===== config.mk =====
export PLATFORM = sky130hd
export DESIGN_NAME = if_stage_reg_elastic_flat
export DESIGN_NICKNAME = d
export VERILOG_FILES = /design/src/rtl/if_stage_reg_elastic_if.sv /design/src/rtl/if_stage_reg_elastic.sv /design/src/flat_wrapper.sv
export SDC_FILE = /design/constraint.sdc
export NUM_CORES = 1
export LEC_CHECK = 0
export ABC_AREA = 1
export BUFFER_PORTS_ARGS = -buffer_cell sky130_fd_sc_hd__buf_2
export CAP_MARGIN = 20
export CORE_MARGIN = 2
export CORE_UTILIZATION = 58
export CTS_CLUSTER_DIAMETER = 30
export CTS_CLUSTER_SIZE = 28
export DETAILED_ROUTE_END_ITERATION = 16
export HOLD_SLACK_MARGIN = 0.1
export PLACE_DENSITY = 0.85
export SYNTH_ARGS = -nofsm -noshare
export SYNTH_HDL_FRONTEND = slang
export SYNTH_SLANG_ARGS = --single-unit

===== constraint.sdc =====
create_clock -name clk -period 2.65 [get_ports clk]
set_input_delay 0.3975 -clock clk [delete_from_list [all_inputs] [get_ports clk]]
set_output_delay 0.3975 -clock clk [all_outputs]
set_load 0.005 [all_outputs]

===== src/rtl/if_stage_reg_elastic_if.sv =====
// IF->ID handshake bundle: fetch-side and decode-side valid/ready pairs.
// The master is the fetch/decode environment, the slave is the pipeline register.
interface if_stage_reg_elastic_if #(
   parameter int PC_WIDTH   = 32,
   parameter int INST_WIDTH = 32
);
   logic                  in_valid;
   logic                  in_ready;
   logic [PC_WIDTH-1:0]   PC_in;
   logic [INST_WIDTH-1:0] Instruction_in;
   logic                  out_valid;
   logic                  out_ready;
   logic [PC_WIDTH-1:0]   PC;
   logic [INST_WIDTH-1:0] Instruction;

   modport master (
      output in_valid, PC_in, Instruction_in, out_ready,
      input  in_ready, out_valid, PC, Instruction
   );

   modport slave (
      input  in_valid, PC_in, Instruction_in, out_ready,
      output in_ready, out_valid, PC, Instruction
   );
endinterface


===== src/rtl/if_stage_reg_elastic.sv =====
// Elastic IF->ID register: main entry plus one skid entry, flush to bubble,
// and a saturating decode-stall counter.
module if_stage_reg_elastic #(
   parameter int                    PC_WIDTH        = 32,
   parameter int                    INST_WIDTH      = 32,
   parameter logic [INST_WIDTH-1:0] NOP_INST        = '0,
   parameter int                    STALL_CNT_WIDTH = 16
) (
   input  logic                       clk,
   input  logic                       rst,
   input  logic                       flush,
   if_stage_reg_elastic_if.slave      bus,
   output logic [STALL_CNT_WIDTH-1:0] stall_count
);

   localparam logic [1:0] EMPTY = 2'd0;
   localparam logic [1:0] FULL  = 2'd1;
   localparam logic [1:0] SKID  = 2'd2;

   localparam logic [STALL_CNT_WIDTH-1:0] CNT_ONE =
      {{(STALL_CNT_WIDTH-1){1'b0}}, 1'b1};

   logic [1:0]            state;
   logic                  out_valid_q;
   logic                  in_ready_q;
   logic                  skid_full;
   logic [PC_WIDTH-1:0]   pc_q;
   logic [INST_WIDTH-1:0] inst_q;
   logic [PC_WIDTH-1:0]   skid_pc;
   logic [INST_WIDTH-1:0] skid_inst;
   logic                  in_fire;
   logic                  out_fire;

   assign in_fire  = bus.in_valid & in_ready_q;
   assign out_fire = out_valid_q & bus.out_ready;

   assign bus.in_ready    = in_ready_q;
   assign bus.out_valid   = out_valid_q;
   assign bus.PC          = pc_q;
   assign bus.Instruction = inst_q;

   always_ff @(posedge clk) begin
      if (rst) begin
         state       <= EMPTY;
         out_valid_q <= 1'b0;
         in_ready_q  <= 1'b1;
         skid_full   <= 1'b0;
         pc_q        <= '0;
         inst_q      <= NOP_INST;
         skid_pc     <= '0;
         skid_inst   <= NOP_INST;
         stall_count <= '0;
      end else if (flush) begin
         state       <= EMPTY;
         out_valid_q <= 1'b0;
         in_ready_q  <= 1'b1;
         skid_full   <= 1'b0;
         pc_q        <= '0;
         inst_q      <= NOP_INST;
      end else begin
         if (out_valid_q & ~bus.out_ready & ~&stall_count)
            stall_count <= stall_count + CNT_ONE;
         unique case (1'b1)
            state == EMPTY: begin
               if (in_fire) begin
                  state       <= FULL;
                  out_valid_q <= 1'b1;
                  pc_q        <= bus.PC_in;
                  inst_q      <= bus.Instruction_in;
               end
            end
            state == FULL: begin
               if (in_fire & bus.out_ready) begin
                  pc_q   <= bus.PC_in;
                  inst_q <= bus.Instruction_in;
               end else if (in_fire) begin
                  // decode stalled: park the new entry, stop fetch next cycle
                  state      <= SKID;
                  skid_pc    <= bus.PC_in;
                  skid_inst  <= bus.Instruction_in;
                  skid_full  <= 1'b1;
                  in_ready_q <= 1'b0;
               end else if (out_fire) begin
                  state       <= EMPTY;
                  out_valid_q <= 1'b0;
               end
            end
            state == SKID: begin
               if (out_fire) begin
                  state      <= FULL;
                  pc_q       <= skid_pc;
                  inst_q     <= skid_inst;
                  skid_full  <= 1'b0;
                  in_ready_q <= 1'b1;
               end
            end
            default: begin
               state       <= EMPTY;
               out_valid_q <= 1'b0;
               in_ready_q  <= 1'b1;
               skid_full   <= 1'b0;
            end
         endcase
      end
   end

endmodule


===== src/flat_wrapper.sv =====
// flat-port wrapper written by rule: the top's interface ports become plain ports
module if_stage_reg_elastic_flat 
#(
   parameter int                    PC_WIDTH        = 32,
   parameter int                    INST_WIDTH      = 32,
   parameter logic [INST_WIDTH-1:0] NOP_INST        = '0,
   parameter int                    STALL_CNT_WIDTH = 16
)
  (clk, rst, flush, stall_count, bus_in_valid, bus_PC_in, bus_Instruction_in, bus_out_ready, bus_in_ready, bus_out_valid, bus_PC, bus_Instruction);
  if_stage_reg_elastic_if #(.PC_WIDTH(PC_WIDTH), .INST_WIDTH(INST_WIDTH)) bus_i ();
  input  logic clk;
  input  logic rst;
  input  logic flush;
  output logic [STALL_CNT_WIDTH-1:0] stall_count;
  input wire logic [$bits(bus_i.in_valid)-1:0] bus_in_valid;
  input wire logic [$bits(bus_i.PC_in)-1:0] bus_PC_in;
  input wire logic [$bits(bus_i.Instruction_in)-1:0] bus_Instruction_in;
  input wire logic [$bits(bus_i.out_ready)-1:0] bus_out_ready;
  output wire logic [$bits(bus_i.in_ready)-1:0] bus_in_ready;
  output wire logic [$bits(bus_i.out_valid)-1:0] bus_out_valid;
  output wire logic [$bits(bus_i.PC)-1:0] bus_PC;
  output wire logic [$bits(bus_i.Instruction)-1:0] bus_Instruction;
  assign bus_i.in_valid = bus_in_valid;
  assign bus_i.PC_in = bus_PC_in;
  assign bus_i.Instruction_in = bus_Instruction_in;
  assign bus_i.out_ready = bus_out_ready;
  assign bus_in_ready = bus_i.in_ready;
  assign bus_out_valid = bus_i.out_valid;
  assign bus_PC = bus_i.PC;
  assign bus_Instruction = bus_i.Instruction;
  if_stage_reg_elastic #(.PC_WIDTH(PC_WIDTH), .INST_WIDTH(INST_WIDTH), .NOP_INST(NOP_INST), .STALL_CNT_WIDTH(STALL_CNT_WIDTH)) u_core (.clk(clk), .rst(rst), .flush(flush), .bus(bus_i), .stall_count(stall_count));
endmodule

# --- After elaboration in Yosys (flattened, before gate mapping) ---
# Index checks and enable logic that the tools add are counted.
classes:
  reduce_logical: 11
  n_eq_ne: 10
  n_bitwise: 10
  mux: 23
  add_sub_neg: 1
ops:
  columns: ["cell", "count"]
  rows:
  - ["2-to-1 mux 32 bit", 6]
  - ["one-hot mux 32 bit (3 select lines)", 2]
  - ["adder 16 x 1 -> 16 bit (second input constant)", 1]
  - ["AND reduction 16 bit", 1]
  - ["AND reduction 4 bit", 4]
  - ["2-to-1 mux 2 bit", 5]
  - ["inequality test 2 x 1 -> 1 bit (second input constant)", 4]
  - ["2-to-1 mux 1 bit", 7]
  - ["inequality test 2 bit (second input constant)", 3]
  - ["one-hot mux 1 bit (3 select lines)", 2]
  - ["one-hot mux 2 bit (3 select lines)", 1]
  - ["bitwise AND 1 bit", 5]
  - ["NOT 1 bit", 5]
  - ["AND reduction 5 bit", 1]
  - ["inequality test 3 x 1 -> 1 bit (second input constant)", 1]
  - ["nonzero test 3 bit", 1]
  - ["equality test 2 x 1 -> 1 bit (second input constant)", 1]
  - ["equality test 2 bit (second input constant)", 1]
  - ["zero test 2 bit", 1]
  - ["AND reduction 2 bit", 1]
  - ["OR reduction 2 bit", 1]
  - ["zero test 1 bit", 1]
word_totals:
  inputBits: 69
  register_bits: 148
  out_inout_bits: 82
  word_cells: 63

# --- Longest topological paths before layout ---
logic_depth:
  depth_word: 5
  depth_mapped: 11

# --- Worst setup path after synthesis ---
# Ideal clock, no wire load.
synth_path:
  path_kind: "reg2reg"
  startpoint: "register u_core.stall_count[0]"
  endpoint: "register u_core.stall_count[13]"
  path_stages_with_launch: 10
  setup_ns: 0.115
  path_slack_ns: 1.159
  arrival_ns: 1.376
  path_buffers: 1
  path_cell_list: "dfxtp_1 ha_1 nand2_1 nor2_1 nand2_1 nor2_1 nor2_2 buf_2 a21oi_1 nor2_1"
synth_between:
  elab_chain_cells: 4
  elab_cells_between_ends: 5
  cone_classes: "add/sub (1); bitwise (1); reduce/logical (3)"
synth_lines:
  columns: ["element", "line_no", "text"]
  rows:
  - ["start, declared", "if_stage_reg_elastic.sv:13", "output logic [STALL_CNT_WIDTH-1:0] stall_count"]
  - ["start signal, assigned", "if_stage_reg_elastic.sv:62", "stall_count <= stall_count + CNT_ONE;"]
  - ["parallel branches: the longest is 4 deep, another holds adder 16 x 1 -> 16 bit", null, null]
# Several ways; the timed one is not identified.
# A chain may end at the register's enable or synchronous reset.

# --- Worst setup path in the final report ---
layout_path:
  startpoint: "register u_core.state[0]"
  endpoint: "register u_core.inst_q[22], in the netlist u_core.bus.Instruction[22]"
layout_between:
  elab_chain_cells: 3
  elab_cells_between_ends: 9
  cone_classes: "eq/ne (5); mux (1); reduce/logical (3)"
layout_lines:
  columns: ["element", "line_no", "text"]
  rows:
  - ["start, declared", "if_stage_reg_elastic.sv:23", "logic [1:0] state;"]
  - ["start signal, assigned", "if_stage_reg_elastic.sv:44", "state <= EMPTY;"]
  - ["start signal, assigned", "if_stage_reg_elastic.sv:54", "state <= EMPTY;"]
  - ["start signal, assigned", "if_stage_reg_elastic.sv:66", "state <= FULL;"]
  - ["equality test 2 x 1 -> 1 bit, or another cell as far along", "if_stage_reg_elastic.sv:72", "state == FULL: begin"]
  - ["inequality test 2 bit (no line), or another cell as far along", null, null]
  - ["AND reduction 4 bit (no line)", null, null]
  - ["end signal, assigned", "if_stage_reg_elastic.sv:69", "inst_q <= bus.Instruction_in;"]
  - ["end signal, assigned", "if_stage_reg_elastic.sv:75", "inst_q <= bus.Instruction_in;"]
  - ["end signal, assigned", "if_stage_reg_elastic.sv:92", "inst_q <= skid_inst;"]
  - ["end, declared", "if_stage_reg_elastic.sv:28", "logic [INST_WIDTH-1:0] inst_q;"]
# Several ways; a longest one is shown, not always the timed one.

==> summary.md <==
| Metric | Value |
|---|---|
| Unrepaired setup endpoints after global routing | `false` |
| Relative slew slack | `51.93%` |
| Routed length on met2 | `7022 um` |
| Setup-failing EPs final | `0` |
| Fin crit period | `1929 ps` |
| IO Port Bufs | `150` |
| CTS tree | `yes` |
| Clock sink total | `148` |
| Row Count | `38` |
| Remaining Overflow, GRT | `0` |
| DR vias | `6190` |
| Crit path buffers/inverters | `2` |
| TritonRoute pass-1 iters | `5` |
| Wirelength, routed | `15200 um` |
| Yosys top cell area share | `46.82%` |
| Vias in the first global route | `5395` |
| Crit path max fanout | `64` |
| Metal3 WL | `999 um` |
| Post-CTS Resized | `0` |
| Synth top area cells | `dfxtp_1 (47%), o21ai_0 (12%), nor2_1 (10%)` |
| Num CTS Buffers | `17` |
| Compound-Gate Fraction of Synth Area | `21.13%` |
| Max_cap viols | `0` |
| Cell family with most CP delay | `buffers and inverters` |
| Top sig layer | `met4` |
| First-pass GRT wire length | `24600 um` |
| Routability Congestion | `0.8362` |
| CTS clk-pin slew, worst paths | `60 ps` |
| Syn nets | `992` |
| Pins Over Slew Limit | `0` |
| DRC errors left | `0` |
| #FFs+latches synth | `148` |
| Mean Syn Cell Area | `6.864 um^2` |
| Routed Antenna Nets | `0` |
| Clk root buf | `clkbuf_8` |
| Crit share post-route | `72.77%` |
| Worst Tran Pin Value | `721.0 ps` |
| Endpoint class of the critical path | `register` |
| Power per Cell Area | `685.0 mW/mm^2` |
| Critical path startpoint category | `register` |
| Routed len/inst | `12.72 um` |
| Cts hold-fix bufs | `0` |
| Core Box Area | `0.01075 mm^2` |
| Total Power | `5.315 mW` |
| Final-report hold violation count | `0` |
| Diode count | `0` |
| DP Wirelength | `9646 um` |
| Post-Synth Adder-Cell Area | `0.1977%` |
| Crit path arrival time | `2380 ps` |
| Required time at the worst-slack endpoint | `3100 ps` |
| Status | `complete, no violations` |
| Sequential share of the synthesized area | `46.82%` |
| Initial drt markers | `523` |
| H-tree Lvls | `4` |
| Max stage delay on crit path | `600 ps` |
| Netlist Area Pre-Place | `0.006329 mm^2` |
| Initial antenna violation count | `0` |
| Mux contribution to synthesized area | `0%` |
| Fillers | `898` |
| Via density | `5.180` |
| CP max stage cell | `buf_4` |
| WS Path Type | `register to register` |
| Critical-path cell list | `inv_2, nand3_2, nand2_1, a21oi_4, buf_4, o21ai_0, nor2_1` |
| Largest family of logic cells by synthesized area | `compound AO/OA/AOI/OAI gates` |
| Sequential cell area | `0.002963 mm^2` |
| Initial Util | `58.90%` |
| TNS Setup | `0 ps` |
| Synth area leader | `dfxtp_1` |
| Die Height | `108.5 um` |
| Skew final | `9.302 ps` |
| Die Span X | `108.5 um` |
| CTS Buffer Depth | `2` |
| Area of the multi-input gates | `0.002714 mm^2` |
| Count of cell types in the netlist | `20` |
| Area growth syn-to-layout | `22.62%` |
| Final Net Count | `1112` |
| Worst vdd ir | `408.4 uV` |
| Post-synthesis simple-gate area fraction | `21.00%` |
| Largest net degree at the start of global routing | `129` |
| GR Util All Layers | `26.09%` |
| Min-delay worst type | `primary input to register` |
| Cells after synthesis | `922` |
| Pleak | `3.589 nW` |
| Layout cells sized above 1 | `19.15%` |
| Buffers inserted by post-CTS timing repair | `0` |
| Ports | `151` |
| Met1 WL | `6952 um` |
| Synth warnings | `0` |
| Max Clock Freq | `518.5 MHz` |
| Die area | `0.01176 mm^2` |
| Clock latency on the worst-skew pair | `520 ps` |
| Post-Synth XOR/XNOR Area | `0%` |
placed cells by master (no fill, tap or decap), types with 2 or more instances in the layout:
cell        instances
nor2_1            169
buf_2             150
o21ai_0           148
dfxtp_1           148
nand2_1           139
inv_1             104
a21oi_1            72
o21ai_1            44
nand3_1            24
clkbuf_16          16
clkinv_4            5
buf_12              5
inv_2               4
bufinv_16           4
buf_4               4
clkinvlp_4          3
nor2_2              2
inv_6               2
synth_stat cells:
cell / instances
nand3_1: 25
nand4_1: 1
ha_1: 1
buf_4: 10
o31ai_1: 1
nand3_2: 1
nor2_2: 2
nor2_1: 170
nand2_1: 140
dfxtp_1: 148
or2_2: 1
a21oi_2: 1
o21ai_1: 44
clkbuf_1: 27
nor3_1: 1
inv_2: 3
buf_2: 21
o21ai_0: 148
inv_1: 105
a21oi_1: 72
power breakdown:
group | internal [mW] | total (mW) | switching, mW
logic | 0.182 | 0.474 | 0.292
clock network | 1.54 | 2.50 | 0.959
registers | 2.30 | 2.34 | 0.0399
total | 4.02 | 5.32 | 1.29
cell type report:
class / instances / share of cell area [%]
Tap cell: 140 / 2.257
Clock inverter: 14 / 2.628
Timing Repair Buffer: 159 / 11.35
Inverter: 108 / 5.224
Multi-Input combinational cell: 608 / 34.97
Clock buffer: 18 / 5.385
Sequential cell: 148 / 38.18
registers in the layout, indices dropped and copies added, names as in the netlist:
signal and flops:
u_core.bus.in_ready 1, u_core.stall_count 16, u_core.bus.out_valid 1, u_core.bus.PC 32, u_core.state 2, u_core.skid_inst 32, u_core.skid_pc 32, u_core.bus.Instruction 32
through the flow:
stage               util, %  instance area [um^2]  cells  hold WS, ps  setup slack [ps]
global route          72.22                  7760   1195        127.0             518.6
floorplan                 -                  6329    922        424.5              1159
finish                72.22                  7760   1195        142.7             721.5
CTS                   72.22                  7760   1195        122.6             735.6
global placement      66.43                  7138   1163        432.3             782.6
detailed placement    66.43                  7138   1163        436.4             707.6
per-layer routing:
metal	up-vias	track usage, %
met5	-	0
met4	0	8.059
met3	24	6.088
met2	200	42.90
met1	2800	34.07
li1	3166	-
kinds of logic after synthesis:
| group | count (synthesis) |
|---|---|
| buffers and inverters | 166 |
| AOI/OAI and AO/OA | 266 |
| DFF | 148 |
| and+or+nand+nor | 341 |
| adders and majority gates | 1 |
worst register-to-register path, stage by stage, from the launching register on:
cell and delay, ps:
dfxtp_1 440, inv_2 110, nand3_2 120, nand2_1 110, a21oi_4 150, buf_4 600
o21ai_0 220, nor2_1 110
final timing paths:
check                                                  startpoint                                      end  slack [ps]  cells past startpoint
worst max register to register       u_core.state[0]$_SDFFE_PP0P_  u_core.bus.Instruction[22]$_SDFFE_PP0P_         720                      7
worst min-delay path                                          rst       u_core.stall_count[0]$_SDFFE_PP0P_         140                      2
worst min register to register  u_core.skid_inst[17]$_SDFFE_PP0P_        u_core.skid_inst[17]$_SDFFE_PP0P_         450                      2
worst max-delay path                 u_core.state[0]$_SDFFE_PP0P_  u_core.bus.Instruction[22]$_SDFFE_PP0P_         720                      7
(Power assumes the default switching activity.)
